[src/rtl/rom_sequencer_if.sv]
// Bundles the playback control, ROM read port and output stream of rom_sequencer.
// The slave modport belongs to the sequencer. The master modport belongs to the host/ROM side.
interface rom_sequencer_if #(
    parameter int WIDTH = 8,
    parameter int AW    = 10
);
    logic             start;
    logic             stop;
    logic             loop;
    logic [AW-1:0]    start_addr;
    logic [AW-1:0]    last_addr;
    logic             rom_ren;
    logic [AW-1:0]    rom_addr;
    logic [WIDTH-1:0] rom_data;
    logic [WIDTH-1:0] data_out;
    logic             data_valid;
    logic             busy;
    logic             done;

    modport slave (
        input  start, stop, loop, start_addr, last_addr, rom_data,
        output rom_ren, rom_addr, data_out, data_valid, busy, done
    );

    modport master (
        output start, stop, loop, start_addr, last_addr, rom_data,
        input  rom_ren, rom_addr, data_out, data_valid, busy, done
    );
endinterface

[src/rtl/rom_sequencer.sv]
// Rate-divided read controller for a synchronous-read ROM.
// It walks an address window and registers returned words into a valid-qualified stream.
//
// state    | meaning
// S_IDLE   | waiting for start
// S_RUN    | issuing reads every DIV cycles over the window
// S_DRAIN1 | no new reads; last in-flight word returns from ROM
// S_DRAIN2 | done pulse, coincides with final data_valid
module rom_sequencer #(
    parameter int WIDTH = 8,
    parameter int DEPTH = 1024,
    parameter int DIV   = 10
) (
    input  logic            clk,
    input  logic            rst_n,
    rom_sequencer_if.slave  bus
);
    localparam int AW = $clog2(DEPTH);
    localparam int CW = (DIV > 1) ? $clog2(DIV) : 1;

    typedef enum logic [1:0] {S_IDLE, S_RUN, S_DRAIN1, S_DRAIN2} state_t;

    state_t           state_q, state_d;
    logic [AW-1:0]    addr_q, addr_d, addr_inc;
    logic [CW-1:0]    cnt_q, cnt_d;
    logic             loop_q;
    logic [AW-1:0]    start_q, last_q;
    logic             load;
    logic             ren;
    logic             rd_pend_q;
    logic             data_valid_q;
    logic [WIDTH-1:0] data_out_q;

    // DEPTH need not be a power of two, so wrap explicitly
    assign addr_inc = (addr_q == AW'(DEPTH - 1)) ? '0 : addr_q + 1'b1;

    always_comb begin
        state_d = state_q;
        addr_d  = addr_q;
        cnt_d   = cnt_q;
        load    = 1'b0;
        ren     = 1'b0;
        case (state_q)
            S_IDLE: begin
                if (bus.start) begin
                    state_d = S_RUN;
                    addr_d  = bus.start_addr;
                    cnt_d   = '0;
                    load    = 1'b1;
                end
            end
            S_RUN: begin
                if (bus.stop) begin
                    state_d = S_DRAIN1;
                end else begin
                    ren   = (cnt_q == '0);
                    cnt_d = (cnt_q == CW'(DIV - 1)) ? '0 : cnt_q + 1'b1;
                    if (ren) begin
                        if (addr_q != last_q)
                            addr_d = addr_inc;
                        else if (loop_q)
                            addr_d = start_q;
                        else
                            state_d = S_DRAIN1;
                    end
                end
            end
            S_DRAIN1: state_d = S_DRAIN2;
            S_DRAIN2: state_d = S_IDLE;
            default:  state_d = S_IDLE;
        endcase
    end

    always_ff @(posedge clk or negedge rst_n) begin
        if (!rst_n) begin
            state_q      <= S_IDLE;
            addr_q       <= '0;
            cnt_q        <= '0;
            loop_q       <= 1'b0;
            start_q      <= '0;
            last_q       <= '0;
            rd_pend_q    <= 1'b0;
            data_valid_q <= 1'b0;
            data_out_q   <= '0;
        end else begin
            state_q      <= state_d;
            addr_q       <= addr_d;
            cnt_q        <= cnt_d;
            if (load) begin
                loop_q  <= bus.loop;
                start_q <= bus.start_addr;
                last_q  <= bus.last_addr;
            end
            // rom_data is valid the cycle after ren, so it is captured one cycle later
            rd_pend_q    <= ren;
            data_valid_q <= rd_pend_q;
            if (rd_pend_q)
                data_out_q <= bus.rom_data;
        end
    end

    assign bus.rom_ren    = ren;
    assign bus.rom_addr   = addr_q;
    assign bus.data_out   = data_out_q;
    assign bus.data_valid = data_valid_q;
    assign bus.busy       = (state_q != S_IDLE);
    assign bus.done       = (state_q == S_DRAIN2);
endmodule
[src/flat_wrapper.sv]
// flat-port wrapper written by rule: the top's interface ports become plain ports
module rom_sequencer_flat 
#(
    parameter int WIDTH = 8,
    parameter int DEPTH = 1024,
    parameter int DIV   = 10
)
  (clk, rst_n, bus_start, bus_stop, bus_loop, bus_start_addr, bus_last_addr, bus_rom_data, bus_rom_ren, bus_rom_addr, bus_data_out, bus_data_valid, bus_busy, bus_done);
  rom_sequencer_if #(.WIDTH(WIDTH)) bus_i ();
  input  logic clk;
  input  logic rst_n;
  input wire logic [$bits(bus_i.start)-1:0] bus_start;
  input wire logic [$bits(bus_i.stop)-1:0] bus_stop;
  input wire logic [$bits(bus_i.loop)-1:0] bus_loop;
  input wire logic [$bits(bus_i.start_addr)-1:0] bus_start_addr;
  input wire logic [$bits(bus_i.last_addr)-1:0] bus_last_addr;
  input wire logic [$bits(bus_i.rom_data)-1:0] bus_rom_data;
  output wire logic [$bits(bus_i.rom_ren)-1:0] bus_rom_ren;
  output wire logic [$bits(bus_i.rom_addr)-1:0] bus_rom_addr;
  output wire logic [$bits(bus_i.data_out)-1:0] bus_data_out;
  output wire logic [$bits(bus_i.data_valid)-1:0] bus_data_valid;
  output wire logic [$bits(bus_i.busy)-1:0] bus_busy;
  output wire logic [$bits(bus_i.done)-1:0] bus_done;
  assign bus_i.start = bus_start;
  assign bus_i.stop = bus_stop;
  assign bus_i.loop = bus_loop;
  assign bus_i.start_addr = bus_start_addr;
  assign bus_i.last_addr = bus_last_addr;
  assign bus_i.rom_data = bus_rom_data;
  assign bus_rom_ren = bus_i.rom_ren;
  assign bus_rom_addr = bus_i.rom_addr;
  assign bus_data_out = bus_i.data_out;
  assign bus_data_valid = bus_i.data_valid;
  assign bus_busy = bus_i.busy;
  assign bus_done = bus_i.done;
  rom_sequencer #(.WIDTH(WIDTH), .DEPTH(DEPTH), .DIV(DIV)) u_core (.clk(clk), .rst_n(rst_n), .bus(bus_i));
endmodule
[config.mk]
export PLATFORM = sky130hd
export DESIGN_NAME = rom_sequencer_flat
export DESIGN_NICKNAME = d
export VERILOG_FILES = /design/src/rtl/rom_sequencer_if.sv /design/src/rtl/rom_sequencer.sv /design/src/flat_wrapper.sv
export SDC_FILE = /design/constraint.sdc
export NUM_CORES = 1
export LEC_CHECK = 0
export ABC_AREA = 1
export CAP_MARGIN = 15
export CORE_MARGIN = 2
export CORE_UTILIZATION = 50
export CTS_CLUSTER_DIAMETER = 200
export CTS_CLUSTER_SIZE = 12
export DETAILED_ROUTE_END_ITERATION = 16
export PLACE_DENSITY_LB_ADDON = 0.3
export REMOVE_ABC_BUFFERS = 1
export SYNTH_ARGS = -nofsm -noshare
export SYNTH_HDL_FRONTEND = slang
export SYNTH_SLANG_ARGS = --single-unit
[constraint.sdc]
create_clock -name clk -period 4.8 [get_ports clk]
set_clock_uncertainty 0.2 [all_clocks]
set_input_delay 0.72 -clock clk [delete_from_list [all_inputs] [get_ports clk]]
set_output_delay 0.72 -clock clk [all_outputs]
set_load 0.1 [all_outputs]
**Yosys cells after proc, flatten, opt, wreduce, memory -nomap -nowiden**

Cells that the tools add are included.
Widths: inputs -> output; s select.

- Register bits after elaboration: 47
- Bits in latches: 0
- Bits in writable memories: 0
- Bits in read-only memories: 0
- Input bits: 33
- Memories kept: 0

- Add/subtract/negate cells: 2
- $mul: 0
- Divide/modulo/power cells: 0
- $lt $le $gt $ge: 0
- Eq/ne operators: 13
- Shift operators: 0
- Mux-type cells: 21
- Bitwise operators: 0
- Reduce and logical (&&, ||, !) cells: 7

Operators with widths:

| kind | number |
|---|---|
| $mux 10 | 6 |
| $pmux 10 s2 | 1 |
| $mux 4 | 3 |
| $add 10x1->10 const B | 1 |
| $eq 10x10->1 const B | 1 |
| $mux 2 | 5 |
| $ne 10x10->1 | 1 |
| $pmux 2 s4 | 1 |
| $pmux 4 s2 | 1 |
| $ne 3x3->1 const B | 2 |
| $reduce_and 5->1 | 1 |
| $add 4x1->4 const B | 1 |
| $eq 2x2->1 const B | 2 |
| $eq 4x4->1 const B | 1 |
| $logic_not 4->1 | 1 |
| $mux 1 | 4 |
| $ne 2x2->1 const B | 2 |
| $reduce_and 4->1 | 1 |
| $reduce_bool 2->1 | 2 |
| $ne 3x1->1 const B | 1 |
| $ne 3x2->1 const B | 1 |
| $reduce_and 3->1 | 1 |
| $eq 2x1->1 const B | 1 |
| $logic_not 2->1 | 1 |
| $ne 2x1->1 const B | 1 |

**Longest topological paths before layout**

Gate-level depths: netlist (run 1).

- Depth after elaboration: 6
- Depth in mapped cells: 14
- Depth with buffers taken out: 13

**Worst setup path before layout (run 1)**

Ideal clock, no wire load.

- Kind: flip-flop to output port
- From: register u_core.state_q[1]
- To: output port bus_rom_ren
- Arrival: 3.137 ns
- Data required time: 3.880 ns
- Path slack: 0.743 ns
- Stages on the path, launching flop included: 7
- Cells stage by stage: dfrtp_1 inv_1 ha_1 clkbuf_2 inv_1 clkbuf_1 nor3_1

- Word-level cells in the longest chain between the ends: 2

Ends and longest elaborated chain:

| what | RTL line | RTL |
|---|---|---|
| start, declared | rom_sequencer.sv:23 | `state_t state_q, state_d;` |
| start signal, assigned | rom_sequencer.sv:86 | `state_q <= state_d;` |
| $eq 2x1->1 | rom_sequencer.sv:43 | `case (state_q)` |
| $mux 1 | rom_sequencer.sv:43 |  |
| end, declared | flat_wrapper.sv:18 | `output wire logic [$bits(bus_i.rom_ren)-1:0] bus_rom_ren;` |

Every way passes these cells.

**Worst setup path after layout (run 1)**

- From: register u_core.state_q[0]
- To: output port bus_busy

- Word-level cells in the longest chain between the ends: 1

Ends and longest elaborated chain:

| what | RTL line | RTL |
|---|---|---|
| $reduce_bool 2->1 | rom_sequencer.sv:106 | `assign bus.busy = (state_q != S_IDLE);` |
| end, declared | flat_wrapper.sv:22 | `output wire logic [$bits(bus_i.busy)-1:0] bus_busy;` |

Every way passes these cells.

==> impl_metrics.yaml, run 1 <==
global_route:
  first_global_vias: 2259
  gr-usage-met3_pct: 4.706
  grt_start_max_net_pins: 48
  grt_antenna_before_repair: 0
  grtUsageMet1_pct: 26.58
  grt.met2_usage_pct: 36.26
  global_route_wire_length_before_repair_mm: 10.23
  grt-busiest-layer: "met2"
  grt-ovfl-total: 0
  grt_overall_usage_pct: 21.14
synthesis:
  synth.cell_area_mm2: 0.002680
  synth_async_sr_flop_share_pct: 100.0
  postSynth.topFlopCell: "sky130_fd_sc_hd__dfrtp_1"
  synth.avg_cell_area_um2: 8.097
  yosys_register_bits: 47
  synth-xor-area-share_pct: 3.922
  dominant_combinational_cell_family_by_area_after_synthesis: "simple AND/OR/NAND/NOR gates"
  ys_types: 30
  yosys.area.top_type_share_pct: 43.88
  yosys.area_share.simple_pct: 27.54
  warnings_from_yosys: 0
  muxShareOfSynthArea_pct: 8.403
  yosysSeqAreaShare_pct: 43.88
  netlist_instances: 331
  synth_most_common_cell: "sky130_fd_sc_hd__nand2_1"
  synth-compound-area-share_pct: 4.295
  synth_top_area_cell: "sky130_fd_sc_hd__dfrtp_1"
  top_cells_by_count_synth: "sky130_fd_sc_hd__nand2_1, sky130_fd_sc_hd__dfrtp_1, sky130_fd_sc_hd__inv_1"
  yosys-top-cells-area: "sky130_fd_sc_hd__dfrtp_1, sky130_fd_sc_hd__nand2_1, sky130_fd_sc_hd__mux2_2, sky130_fd_sc_hd__inv_1, sky130_fd_sc_hd__ha_1"
  synth-adder-area-share_pct: 3.735
  synth_enable_flop_cells: 0
setup_path:
  path_class: "flop to output pin"
  worstSetupEndpoint: "bus_busy"
  reg2reg_to: "u_core.bus.rom_addr[1]"
  worstSetupStartpoint: "u_core.state_q[0]"
  worst_r2r_path_depth: 11
  critPathCaptureType: "output pin"
  regToRegStartpoint: "u_core.state_q[1]"
  arrival_ns: 2.28
  start_kind: "flop"
  r2r_slack_ns: 2.26
  largest_fanout_of_any_net_on_the_critical_path: 4
  required_time_of_the_critical_path_ns: 3.88
clocking:
  cts_tree: "yes"
  cts-root-buf: "sky130_fd_sc_hd__clkbuf_8"
  cts-hold-fix-buffers: 0
  numCtsBuffers: 5
  postCtsSetupRepairBufs: 0
  ctsResizeCount: 0
  clock_sink_count: 47
  cts-htree-levels: 2
  clock_tree.buffer_depth: 2
  clk_transition_reported_paths_ns: 0.09
  clock_latency_ns: 0.30
timing:
  fmaxAchievable_ghz: 0.3130
  fin_crit_ns: 3.195
  setup_repair_after_global_routing_missed_its_margin: "false"
  post-route-worst-setup-slack_ns: 1.605
  tightest_slew_ns: 0.9780
  slew_viol_final: 0
  finalHoldViolCount: 0
  timing.max_slew.rel_slack_pct: 34.60
  setup-violations-final: 0
  fin_setup_tns_ns: 0
  finalCritPeriodShare_pct: 66.57
die:
  die_height_um: 77.21
  die-area_mm2: 0.005961
  start_util_pct: 52.14
  design.core.area_mm2: 0.005140
  row_count: 26
  boundaryPins: 55
  chipWidth_um: 77.21
drt:
  detailroute.via_count: 2242
  initialDrtViolationCount: 164
  drt_wirelength_mm: 5.830
  viasPerCell: 4.949
  ant_nets: 0
  drt-pass1-iter-count: 4
  drc_errors: 0
  wl_per_cell_um: 12.87
final_layout:
  final_layout_size_suffix_gt1_share_pct: 11.75
  areaGrowthSynthToFinish_pct: 25.16
  final_nets: 423
  filler_cell_count: 469
  diodes: 0
  fin_area_mm2: 0.003354
  finish.cell_count_without_fillers: 453
status:
  status: "complete, no violations"
place:
  io_buffer_count: 54
  gp_congestion: 0.8384
  dpl.hpwl_mm: 4.078
  numPlacedInstances: 444
  post-place-ws_ns: 1.909
  place_area_mm2: 0.003227
run:
  drv.max_cap_violation_count: 0
hold_path:
  min_path_type: "input port to async pin"
[stage by stage]
step	utilization, %	hold slack, ns
6_report	65.26	0.2186
4_1_cts	64.73	0.3133
2_1_floorplan	-	0.2244
5_1_grt	65.26	0.2565
3_5_place_dp	62.78	0.2946
3_3_place_gp	62.78	0.2876
[registers in the layout, indices dropped and copies added (netlist names)]
signal,flops
u_core.last_q,10
u_core.start_q,10
u_core.cnt_q,4
u_core.bus.rom_addr,10
u_core.state_q,2
u_core.bus.data_valid,1
u_core.loop_q,1
u_core.rd_pend_q,1
u_core.bus.data_out,8
[worst min path at each step]
stage,from,endpoint,cells after the start
after detailed placement,u_core.start_q[4],u_core.start_q[4],1
after CTS,u_core.start_q[4],u_core.start_q[4],1
after floorplan,rst_n,u_core.bus.data_out[0],0
after global routing,rst_n,u_core.last_q[4],1
after global placement,u_core.start_q[4],u_core.start_q[4],1
final,rst_n,u_core.last_q[4],1
[critical path, stage by stage (launching register included)]
cell,delay [ns]
sky130_fd_sc_hd__dfrtp_1,0.39
sky130_fd_sc_hd__inv_1,0.08
sky130_fd_sc_hd__ha_1,0.23
sky130_fd_sc_hd__inv_1,0.12
sky130_fd_sc_hd__clkdlybuf4s50_1,1.15
[layer usage]
metal	wire, um	share of wire [%]	up-vias
li1	-	-	1129
met1	2554	44	1045
met2	2890	50	61
met3	317	5.4	7
met4	68	1.2	0
met5	0	0	-
[cell usage in the layout, fill, tap and decap left out, types with 2 or more instances in the layout]
master	synthesis	routed
sky130_fd_sc_hd__dfrtp_1	47	47
sky130_fd_sc_hd__inv_1	31	31
sky130_fd_sc_hd__nor2_1	24	24
sky130_fd_sc_hd__nand4_1	2	2
sky130_fd_sc_hd__inv_2	3	3
sky130_fd_sc_hd__nand3_1	19	19
sky130_fd_sc_hd__nand2_2	2	2
sky130_fd_sc_hd__o21ai_1	2	2
sky130_fd_sc_hd__xor2_1	4	4
sky130_fd_sc_hd__ha_1	8	8
sky130_fd_sc_hd__mux2_2	20	20
sky130_fd_sc_hd__nor2_2	3	3
sky130_fd_sc_hd__a21oi_1	11	11
sky130_fd_sc_hd__nand3_2	3	3
sky130_fd_sc_hd__nand2_1	120	120
sky130_fd_sc_hd__buf_4	3	3
sky130_fd_sc_hd__o21ai_0	3	3
sky130_fd_sc_hd__nor3_1	2	2
sky130_fd_sc_hd__xnor2_1	8	8
sky130_fd_sc_hd__clkbuf_8	0	7
sky130_fd_sc_hd__clkdlybuf4s50_1	0	52
[layout make-up]
class                      count  area [um2]  area share, %
multi-input combinational    236        1284          38.27
sequential                    47        1176          35.06
timing repair buffer          57       575.6          17.16
inverter                      35       131.4          3.916
clock buffer                   8       100.1          2.984
tap                           70       87.58          2.611
[kinds of logic (layout without fill, tap and decap cells)]
kind of cell | count (synthesis) | in the layout
DFF | 47 | 47
AOI/OAI and AO/OA | 19 | 19
buffers and inverters | 48 | 100
and+or+nand+nor | 177 | 177
muxes | 20 | 20
adders and majority gates | 8 | 8
xor gates and xnor gates | 12 | 12
Power of run 1 is not shown: default switching activity piles up to over one toggle a cycle in this logic, so the estimate is an artifact.
==> inputs of run 2 (changes only) <==
--- a/config.mk
+++ b/config.mk
@@ -8,7 +8,7 @@
 export ABC_AREA = 1
 export CAP_MARGIN = 15
 export CORE_MARGIN = 2
-export CORE_UTILIZATION = 50
+export CORE_UTILIZATION = 46
 export CTS_CLUSTER_DIAMETER = 200
 export CTS_CLUSTER_SIZE = 12
 export DETAILED_ROUTE_END_ITERATION = 16
==> constraint.sdc (replaced) <==
create_clock -name clk -period 2.9 [get_ports clk]
set_clock_uncertainty 0.2 [all_clocks]
set_input_delay 0.435 -clock clk [delete_from_list [all_inputs] [get_ports clk]]
set_output_delay 0.435 -clock clk [all_outputs]
set_load 0.1 [all_outputs]
==> impl_metrics.yaml, run 2 (synthesis gave the netlist of run 1 again) <==
run:
  drv.max_cap_violation_count: 0
final_layout:
  final_layout_size_suffix_gt1_share_pct: 17.88
  diodes: 0
  areaGrowthSynthToFinish_pct: 24.56
  postLayoutCoreUtil_pct: 59.89
  most_common_cell_after_layout_fill_and_taps_aside: "sky130_fd_sc_hd__nand2_1"
  final_nets: 426
  layout_common_cells: "sky130_fd_sc_hd__nand2_1, sky130_fd_sc_hd__dfrtp_1, sky130_fd_sc_hd__inv_1, sky130_fd_sc_hd__clkdlybuf4s50_1, sky130_fd_sc_hd__buf_4"
clocking:
  ctsResizeCount: 0
  clock_tree.buffer_depth: 2
  numCtsBuffers: 5
  cts-htree-levels: 2
  postCtsSetupRepairBufs: 0
  cts_tree: "yes"
  clk_transition_reported_paths_ns: 0.09
  clock_latency_ns: 0.31
  cts-root-buf: "sky130_fd_sc_hd__clkbuf_8"
  clock_sink_count: 47
drt:
  met2_length_mm: 3.043
  viasPerCell: 4.976
  drt-pass1-iter-count: 4
  ant_nets: 0
  wl_met1_mm: 2.649
  wl_per_cell_um: 13.25
  drt_wirelength_mm: 6.068
  highest_layer: "met4"
  drc_errors: 0
  dr_wl_met3_um: 300
  detailroute.via_count: 2279
  initialDrtViolationCount: 198
global_route:
  grt-ovfl-total: 0
  global_route_wire_length_before_repair_mm: 10.27
  first_global_vias: 2194
  grt_overall_usage_pct: 20.67
  grt_antenna_before_repair: 0
  grt_start_max_net_pins: 37
setup_path:
  critPathCaptureType: "output pin"
  regToRegStartpoint: "u_core.state_q[1]"
  cp_num_cells: 5
  critPathBufInv: 3
  critPathMaxStageDelay_ns: 0.48
  worstSetupStartpoint: "u_core.state_q[1]"
  kind_of_cell_adding_the_most_delay_to_the_critical_path: "buffers and inverters"
  reg2reg_to: "u_core.bus.rom_addr[7]"
  required_time_of_the_critical_path_ns: 2.27
  worst_r2r_path_depth: 10
  cp_slowest_cell: "sky130_fd_sc_hd__nor3_1"
  arrival_ns: 1.93
  path_class: "flop to output pin"
  worstSetupEndpoint: "bus_rom_ren"
  largest_fanout_of_any_net_on_the_critical_path: 13
  cp_cell_sequence: "inv_1 > ha_1 > inv_1 > nor3_1 > buf_12"
  start_kind: "flop"
  critical_path.most_common_cell: "sky130_fd_sc_hd__inv_1"
  r2r_slack_ns: 0.63
die:
  start_util_pct: 48.08
  die_height_um: 80.33
  row_count: 27
  boundaryPins: 55
  chipWidth_um: 80.33
  die-area_mm2: 0.006453
  design.core.area_mm2: 0.005574
timing:
  fin_setup_tns_ns: 0
  tightest_slew_ns: 0.4786
  fmaxAchievable_ghz: 0.3903
  timing.max_slew.rel_slack_pct: 68.09
  fin_crit_ns: 2.562
  finalHoldViolCount: 0
  setup-violations-final: 0
  setup_repair_after_global_routing_missed_its_margin: "false"
  finalCritPeriodShare_pct: 88.35
  slew_viol_final: 0
hold_path:
  min_path_type: "flop to flop"
  worstHoldPathCells: 1
place:
  gp_congestion: 0.8449
  dpl.hpwl_mm: 4.364
  io_buffer_count: 54
status:
  status: "complete, no violations"
[run 2: layer usage]
layer	vias up	GRT usage (%)
met5	-	0
met4	0	6.441
met3	7	4.045
met2	65	35.25
met1	1069	26.38
li1	1138	-
[run 2: per-stage QoR]
stage          setup WS (ns)  hold slack [ns]  std cells  instance area (um2)
3_3_place_gp          0.7140           0.1184        449                 3212
4_1_cts               0.3432           0.3157        458                 3338
2_1_floorplan        -0.9849         -0.06059        318                 2591
3_5_place_dp          0.6436           0.1264        449                 3212
5_1_grt               0.2402           0.3266        458                 3338
6_report              0.3379           0.3122        458                 3338
[run 2: worst register-to-register path, cell delays in order (launching register included)]
cell,delay [ns]
sky130_fd_sc_hd__dfrtp_1,0.43
sky130_fd_sc_hd__inv_1,0.09
sky130_fd_sc_hd__ha_1,0.16
sky130_fd_sc_hd__inv_1,0.21
sky130_fd_sc_hd__o21ai_0,0.24
sky130_fd_sc_hd__nand2_1,0.11
sky130_fd_sc_hd__inv_1,0.14
sky130_fd_sc_hd__nand3_2,0.23
sky130_fd_sc_hd__inv_2,0.24
sky130_fd_sc_hd__nand2_1,0.08
sky130_fd_sc_hd__nand2_1,0.06
[run 2: final cells by class]
type,instances,area [um2]
timing repair buffer,60,540.5
clock buffer,5,68.82
tap,72,90.09
fill,528,2236
multi-input combinational,236,1284
sequential,47,1176
clock inverter,3,47.55
inverter,35,131.4
[run 2: repair_timing]
action,CTS,global route
hold buffers,1,0
hold endpoints to repair,11,0
setup endpoints to repair,0,0
[run 2: worst min path at each step]
stage,start,to,slack [ns]
global route,rst_n,u_core.cnt_q[3],0.33
detailed placement,rst_n,u_core.cnt_q[3],0.13
finish,u_core.start_q[9],u_core.start_q[9],0.31
CTS,rst_n,u_core.cnt_q[3],0.32
global placement,rst_n,u_core.cnt_q[3],0.12
floorplan,rst_n,u_core.bus.data_out[0],-0.06
Power of run 2 is left out for the same reason.
==> inputs of run 3 (changes only) <==
--- a/config.mk
+++ b/config.mk
@@ -13,6 +13,7 @@
 export CTS_CLUSTER_SIZE = 12
 export DETAILED_ROUTE_END_ITERATION = 16
 export PLACE_DENSITY_LB_ADDON = 0.3
+export RECOVER_POWER = 100
 export REMOVE_ABC_BUFFERS = 1
 export SYNTH_ARGS = -nofsm -noshare
 export SYNTH_HDL_FRONTEND = slang
==> impl_metrics.yaml, run 3 (synthesis gave the netlist of run 1 again) <==
die:
  design.core.area_mm2: 0.005574
  die_height_um: 80.33
  row_count: 27
  die-area_mm2: 0.006453
  boundaryPins: 55
  chipWidth_um: 80.33
  start_util_pct: 48.08
clocking:
  cts-htree-levels: 2
  clock_latency_ns: 0.31
  ctsResizeCount: 0
  clk_transition_reported_paths_ns: 0.09
  clock_tree.buffer_depth: 2
  cts_tree: "yes"
  cts-root-buf: "sky130_fd_sc_hd__clkbuf_8"
  clock_sink_count: 47
  numCtsBuffers: 5
timing:
  fin_setup_tns_ns: 0
  timing.max_slew.rel_slack_pct: 22.40
  fmaxAchievable_ghz: 0.3908
  slew_viol_final: 0
  setup-violations-final: 0
  tightest_slew_ns: 1.169
  finalCritPeriodShare_pct: 88.23
  finalHoldViolCount: 0
  setup_repair_after_global_routing_missed_its_margin: "false"
  fin_crit_ns: 2.559
drt:
  wl_per_cell_um: 13.25
  drt-pass1-iter-count: 4
  drt_wirelength_mm: 6.067
  ant_nets: 0
  initialDrtViolationCount: 165
  drc_errors: 0
  viasPerCell: 4.959
  detailroute.via_count: 2271
run:
  drv.max_cap_violation_count: 0
final_layout:
  final_nets: 426
  areaGrowthSynthToFinish_pct: 21.43
  layout_common_cells: "sky130_fd_sc_hd__nand2_1, sky130_fd_sc_hd__dfrtp_1, sky130_fd_sc_hd__inv_1"
  final_layout_size_suffix_gt1_share_pct: 12.18
  most_common_cell_after_layout_fill_and_taps_aside: "sky130_fd_sc_hd__nand2_1"
  diodes: 0
setup_path:
  largest_fanout_of_any_net_on_the_critical_path: 13
  critPathCaptureType: "output pin"
  path_class: "flop to output pin"
  critical_path.most_common_cell: "sky130_fd_sc_hd__inv_1"
  arrival_ns: 1.92
  r2r_slack_ns: 0.51
  cp_cell_sequence: "inv_1 > ha_1 > inv_1 > nor3_1 > buf_12"
  critPathMaxStageDelay_ns: 0.47
  cp_slowest_cell: "sky130_fd_sc_hd__nor3_1"
  critPathBufInv: 3
  required_time_of_the_critical_path_ns: 2.27
  start_kind: "flop"
  kind_of_cell_adding_the_most_delay_to_the_critical_path: "buffers and inverters"
status:
  status: "complete, no violations"
global_route:
  grt_start_max_net_pins: 37
  grt_overall_usage_pct: 20.67
  global_route_wire_length_before_repair_mm: 10.27
  first_global_vias: 2194
  grt_antenna_before_repair: 0
  grt-ovfl-total: 0
place:
  gp_congestion: 0.8449
  dpl.hpwl_mm: 4.364
  io_buffer_count: 54
hold_path:
  min_path_type: "flop to flop"
[run 3: changes by cell type in the layout (fill, tap and decap cells not counted), sizes merged]
| cell | delta |
|---|---|
| clkbuf | +24 |
| buf | -24 |
[run 3: timing repair]
| action | in CTS | in global routing |
|---|---|---|
| endpoints found under the hold margin | 11 | 0 |
| setup buffers | 0 | 0 |
| hold buffers | 1 | 0 |
[run 3: final cells by class]
| type | count | area, um2 |
|---|---|---|
| Fill cell | 530 | 2320 |
| Multi-Input combinational cell | 236 | 1284 |
| Sequential cell | 47 | 1176 |
| Timing Repair Buffer | 60 | 456.7 |
| Inverter | 35 | 131.4 |
| Tap cell | 72 | 90.09 |
| Clock buffer | 5 | 68.82 |
| Clock inverter | 3 | 47.55 |
[run 3: worst paths after layout]
path	endpoint	start	cells past startpoint
max in group asynchronous	u_core.last_q[0]	rst_n	3
min in group asynchronous	u_core.cnt_q[3]	rst_n	2
worst max-delay path	bus_rom_ren	u_core.state_q[1]	5
worst max register to register	u_core.bus.rom_addr[7]	u_core.state_q[1]	10
worst min-delay path	u_core.bus.data_out[2]	u_core.bus.data_out[2]	1
worst min register to register	u_core.bus.data_out[2]	u_core.bus.data_out[2]	1
[run 3: metal layers]
| layer | up-vias | GRT usage, % | wire [um] |
|---|---|---|---|
| li1 | 1141 | - | - |
| met2 | 62 | 35.25 | 3010 |
| met1 | 1059 | 26.38 | 2664 |
| met3 | 9 | 4.045 | 301 |
| met4 | 0 | 6.441 | 90 |
| met5 | - | 0 | 0 |
[run 3: metrics by stage]
stage / hold WS, ns / instances / instance area (um2) / utilization (%) / worst slack, ns
after floorplan: -0.06059 / 318 / 2591 / - / -0.9849
after global placement: 0.1184 / 449 / 3212 / 57.62 / 0.7140
after detailed placement: 0.1264 / 449 / 3212 / 57.62 / 0.6436
after CTS: 0.3157 / 458 / 3338 / 59.89 / 0.3432
after global routing: 0.3250 / 458 / 3254 / 58.38 / 0.2402
final: 0.3118 / 458 / 3254 / 58.38 / 0.3412
Power of run 3 is left out for the same reason.
